===== config.mk =====
export PLATFORM = sky130hd
export DESIGN_NAME = ahb_matrix_input_stage
export DESIGN_NICKNAME = d
export VERILOG_FILES = /design/src/rtl/ahb_matrix_input_stage.sv
export SDC_FILE = /design/constraint.sdc
export NUM_CORES = 1
export LEC_CHECK = 0
export ABC_AREA = 1
export BUFFER_PORTS_ARGS = -buffer_cell sky130_fd_sc_hd__buf_2
export CELL_PAD_IN_SITES_DETAIL_PLACEMENT = 1
export CELL_PAD_IN_SITES_GLOBAL_PLACEMENT = 2
export CORE_UTILIZATION = 26
export CTS_BUF_LIST = sky130_fd_sc_hd__clkbuf_4 sky130_fd_sc_hd__clkbuf_8
export DETAILED_ROUTE_END_ITERATION = 10
export GPL_TIMING_DRIVEN = 1
export PLACE_DENSITY = 0.79
export SYNTH_ARGS = -nofsm -noshare
export SYNTH_HDL_FRONTEND = slang
export SYNTH_SLANG_ARGS = --single-unit

===== constraint.sdc =====
create_clock -name HCLK -period 1.6 [get_ports HCLK]
set_input_delay 0.08 -clock HCLK [delete_from_list [all_inputs] [get_ports HCLK]]
set_output_delay 0.08 -clock HCLK [all_outputs]
set_load 0.02 [all_outputs]

===== src/rtl/ahb_matrix_input_stage.sv =====
// AHB matrix per-master input stage: holds a stalled address phase until accepted.
// Optional address-user sideband enabled with AHB_MATRIX_INPUT_AUSER_EN.
module ahb_matrix_input_stage #(
  parameter int AUSER_WIDTH = 32
) (
  input  logic        HCLK,
  input  logic        HRESET,
  input  logic        HSELS,
  input  logic [31:0] HADDRS,
  input  logic [1:0]  HTRANSS,
  input  logic        HWRITES,
  input  logic [2:0]  HSIZES,
  input  logic [2:0]  HBURSTS,
  input  logic [3:0]  HPROTS,
  input  logic        HMASTLOCKS,
  input  logic        HREADYS,
`ifdef AHB_MATRIX_INPUT_AUSER_EN
  input  logic [AUSER_WIDTH-1:0] HAUSERS,
  output logic [AUSER_WIDTH-1:0] auser_in,
`endif
  input  logic        active_in,
  input  logic        readyout_in,
  input  logic [1:0]  resp_in,
  output logic        sel_in,
  output logic [31:0] addr_in,
  output logic [1:0]  trans_in,
  output logic        write_in,
  output logic [2:0]  size_in,
  output logic [2:0]  burst_in,
  output logic [3:0]  prot_in,
  output logic        lock_in,
  output logic        held_tran,
  output logic        HREADYOUTS,
  output logic [1:0]  HRESPS
);

  typedef struct packed {
    logic        sel;
    logic [31:0] addr;
    logic [1:0]  trans;
    logic        write;
    logic [2:0]  size;
    logic [2:0]  burst;
    logic [3:0]  prot;
    logic        lock;
  } hold_t;

  if (AUSER_WIDTH < 1) begin : g_bad_width
    $error("AUSER_WIDTH must be at least 1");
  end

  hold_t held;
  hold_t live;
  hold_t pres;
  logic  pend_tran;
  logic  load;

  assign live = '{
    sel:   HSELS,
    addr:  HADDRS,
    trans: HTRANSS,
    write: HWRITES,
    size:  HSIZES,
    burst: HBURSTS,
    prot:  HPROTS,
    lock:  HMASTLOCKS
  };

  assign load = HREADYS & HSELS & HTRANSS[1]
              & ~active_in & ~pend_tran;

  // Capture a rejected address phase; release once the target goes active.
  always_ff @(posedge HCLK or posedge HRESET) begin
    if (HRESET) begin
      pend_tran <= 1'b0;
      held      <= '0;
    end else if (pend_tran && active_in) begin
      pend_tran <= 1'b0;
    end else if (load) begin
      pend_tran <= 1'b1;
      held      <= live;
    end
  end

`ifdef AHB_MATRIX_INPUT_AUSER_EN
  logic [AUSER_WIDTH-1:0] held_auser;

  // Sideband is captured alongside the address.
  always_ff @(posedge HCLK or posedge HRESET) begin
    if (HRESET) begin
      held_auser <= '0;
    end else if (load) begin
      held_auser <= HAUSERS;
    end
  end

  assign auser_in = pend_tran ? held_auser : HAUSERS;
`endif

  assign pres = pend_tran ? held : live;

  // Held SEQ goes back through arbitration, so it restarts as NONSEQ.
  always_comb begin
    trans_in = pres.trans;
    if (pend_tran && pres.trans == 2'b11) begin
      trans_in = 2'b10;
    end
  end

  assign sel_in     = pres.sel;
  assign addr_in    = pres.addr;
  assign write_in   = pres.write;
  assign size_in    = pres.size;
  assign burst_in   = pres.burst;
  assign prot_in    = pres.prot;
  assign lock_in    = pres.lock;
  assign held_tran  = pend_tran;
  assign HREADYOUTS = pend_tran ? 1'b0 : readyout_in;
  assign HRESPS     = pend_tran ? 2'b00 : resp_in;

endmodule

# After elaboration in Yosys (flattened, before gate mapping)

Index checks and enable logic that the tools add are counted.

Memories: 0
Bits of input ports: 54
Output and inout port bits: 51
Bits in read-only memories: 0
Bits in writable memories: 0
Flip-flop bits (word level): 48
Logic and storage cells: 27
Latch bits: 0

Shifts and indexed selects: 0
$lt $le $gt $ge: 0
Multiply operators: 0
Muxes and demuxes: 6
Bitwise operators: 7
Add/subtract/negate cells: 0
Equal/unequal tests: 1
Divide/modulo/power cells: 0
Reduce and logical (&&, ||, !) cells: 4

Operators with widths:

| operator             | number |
|---|---|
| $mux W47             | 1 |
| $and A1 B1 Y1        | 4 |
| $mux W2              | 2 |
| $mux W1              | 3 |
| $not A1 Y1           | 3 |
| $eq A2 B2 Y1 const B | 1 |
| $logic_and A1 B1 Y1  | 2 |
| $reduce_and A2 Y1    | 1 |
| $reduce_bool A2 Y1   | 1 |

# Depth between registers and ports, before layout

Depth in word-level cells: 6
Gate-level depth with buffers: 7
Mapped depth without buffers: 5

# Worst setup path before layout

OpenSTA, ideal clock, no wires.

Path kind: flip-flop to output port
Start: register pend_tran, in the netlist held_tran
End: output port trans_in[1]
Arrival: 1.183 ns
Buffers on the path: 2
Stages on the path, launching flop included: 5
Path slack: 0.337 ns
Cell sequence: dfrtp_1 nor2_2 buf_4 buf_4 o21bai_1

Longest elaborated chain between the ends: 4

RTL lines:

| element                  | RTL line | RTL |
|---|---|---|
| start: declaration       | 55       | `logic pend_tran;` |
| start signal: assignment | 75       | `pend_tran <= 1'b0;` |
| start signal: assignment | 78       | `pend_tran <= 1'b0;` |
| start signal: assignment | 80       | `pend_tran <= 1'b1;` |
| $mux W47                 | 100      | `assign pres = pend_tran ? held : live;` |
| $eq A2 B2 Y1             | 105      | `if (pend_tran && pres.trans == 2'b11) begin` |
| $logic_and A1 B1 Y1      | 105      |  |
| $mux W2 *                | 105      |  |
| end: declaration         | 26       | `output logic [1:0] trans_in,` |

Mark *: on every way between the ends. The rest lies on a longest branch, timed or not.

# Final worst setup path

Ends and elaborated chain as after synthesis.

==> flow_metrics.tcl <==
set metrics [dict create \
    status "complete, no violations" \
    gp_congestion 0.672 \
    drt_iter0_markers 69 \
    gr-total-overflow 0 \
    p_leak_nw 1.99 \
    drive_gt1_share_pct 28.3 \
    grt_pass1_vias 2671 \
    syn2layout_area_growth_pct 31.2 \
    cts.path.max_buffers 2 \
    synth_top_family_by_area "simple AND/OR/NAND/NOR gates" \
    finalCriticalPeriod_ns 1.52 \
    rsz0062_at_grt "false" \
    layout_commonest_cell "nand2_1" \
    antenna_cells 0 \
    mostFrequentLayoutCells "nand2_1, buf_2, dfrtp_1" \
    cp_cell_sequence "nor2_4 > o21bai_1 > buf_2" \
    ir_drop_v 0.000326 \
    wl_per_cell_um 12.9 \
    die-area_mm2 0.0101 \
    numCtsBuffers 5 \
    post_dp_cell_area_mm2 0.00318 \
    core_mm2 0.00933 \
    num_vias 2615 \
    path_class "flop to output port" \
    initial_core_util_pct 27.1 \
    post_cts_buffers 0 \
    grt_pass1_wl_um 12800 \
    synth_nets 417 \
    wirelength_um 7610 \
    grt_max_degree 30 \
    slew_headroom_pct 68.9 \
    num_rows 35 \
    tns_ns 0 \
    path_clk_slew_ns 0.09 \
    ys_types 15 \
    synthSimpleGateAreaFrac_pct 44.7 \
    synth_compound_area_share_pct 0.692 \
    die_height_um 101 \
    fin_skew_ns 0.00792 \
    synthMuxAreaShare_pct 0 \
    setup_viol 0 \
    cts.sinks 48 \
    place_hpwl_um 5520 \
    power_density_mw_per_mm2 994 \
    cp.arrival_ns 1.44 \
    endpoint_kind "output port" \
    cpPeakStageDelay_ns 0.50 \
    finalHoldViolations 0 \
    postRouteAntennaNets 0 \
    cp-start-kind "flop" \
    syn-cell-area_mm2 0.00253 \
    clk_latency_ns 0.30 \
    finalWorstSetupSlack_ns 0.0775 \
    cts_max_level 2 \
    post-route-drc-count 0 \
    synth_seq_area_share_pct 47.5 \
    finalCritPeriodShare_pct 95.2 \
    antenna_found_initial 0 \
    synth-adder-area-share_pct 0 \
    pre_cts_slack_ns 0.287 \
    hp-class "input port to flop" \
    avgSynthCellArea_um2 6.97 \
    yosys_warnings 0 \
    tightest_slew_ns 0.466 \
    vias_per_cell 4.42 \
    worstPathRequired_ns 1.52 \
    io_buffer_count 104 \
    slew_viol_final 0 \
    root_buffer "clkbuf_8" \
    ys_seq_elements 48 \
    cp_slowest_cell "dfrtp_2" \
    drtPass1Iterations 4 \
    cts_tree "built" \
    synth_xor_area_share_pct 0 \
    fin_area_mm2 0.00332 \
    die_w_um 101 \
    grt.total_usage_pct 16.0 \
    syn_inst 363 \
    cap_violations 0 \
    fmax_mhz 657 \
    final_net_count 516 \
    cp_max_fo 10 \
    ioPinCount 105 \
]
[per-stage QoR]
step,hold slack (ns),power [mW],cells,util (%)
6_report,0.0182,3.30,592,35.6
3_3_place_gp,0.130,2.41,583,34.1
2_1_floorplan,0.161,2.13,363,-
3_5_place_dp,0.135,2.45,583,34.1
5_1_grt,0.00515,3.54,592,35.6
4_1_cts,0.00708,3.36,592,35.4
[flip-flops by register name, indices dropped and copies added, names as in the netlist]
| name | count |
|---|---|
| held | 47 |
| held_tran | 1 |
[where the power goes]
group          total [mW]  leakage [nW]  switching [mW]  internal [mW]
Combinational       0.831          1.33           0.528          0.303
Sequential           1.59         0.596           0.133           1.45
Clock               0.886        0.0541           0.423          0.463
[critical path: cells and delay by family (launching register included)]
| kind | cells | cell delay, ns |
|---|---|---|
| AND/OR/NAND/NOR | 1 | 0.26 |
| flip-flops | 1 | 0.50 |
| buffers and inverters | 1 | 0.21 |
| AO/OA/AOI/OAI | 1 | 0.17 |
[cell families after synthesis]
kind of cell    Yosys count
simple gates            280
compound gates            3
flops                    48
buf+inv                  32
[final cells by class]
type,count,area (um2)
clock buffer,5,68.8
timing repair buffer,116,652
fill,1216,6010
tap,129,161
sequential,48,1200
inverter,8,37.5
multi-input combinational,283,1160
clock inverter,3,42.5
[worst paths after layout]
check | slack (ns) | start | endpoint | cells past startpoint
min reg2reg | 0.48 | held[20]$_DFFE_PP0P_ | held[20]$_DFFE_PP0P_ | 2
max in group asynchronous | 0.73 | HRESET | held[7]$_DFFE_PP0P_ | 4
max | 0.08 | held_tran$_DFFE_PP0P_ | trans_in[1] | 3
max reg2reg | 0.23 | held_tran$_DFFE_PP0P_ | held[30]$_DFFE_PP0P_ | 5
min in group asynchronous | 0.33 | HRESET | held[29]$_DFFE_PP0P_ | 3
min | 0.02 | HADDRS[22] | held[36]$_DFFE_PP0P_ | 3
[timing repair]
action,in CTS,in global routing
gates resized for setup,1,7
hold endpoints to repair,19,0
setup endpoints to repair,34,27
hold buffers,1,0
[metal layers]
layer	vias up	wire (um)	track usage, %
met2	59	3620	28.1
met4	0	61	3.34
met3	7	326	2.70
met1	1240	3600	20.6
li1	1309	-	-
met5	-	0	0
[synthesized netlist by cell type (all sizes together)]
| cell type | n | area share [%] |
|---|---|---|
| buf | 19 | 5.2 |
| o21ai | 2 | 0.40 |
| nand2 | 229 | 34 |
| dfrtp | 48 | 47 |
| nor2 | 5 | 1.5 |
| inv | 8 | 1.2 |
| o21bai | 1 | 0.30 |
| nand3 | 46 | 9.1 |
| clkbuf | 5 | 0.74 |
Power figures use the tool's default switching activity.
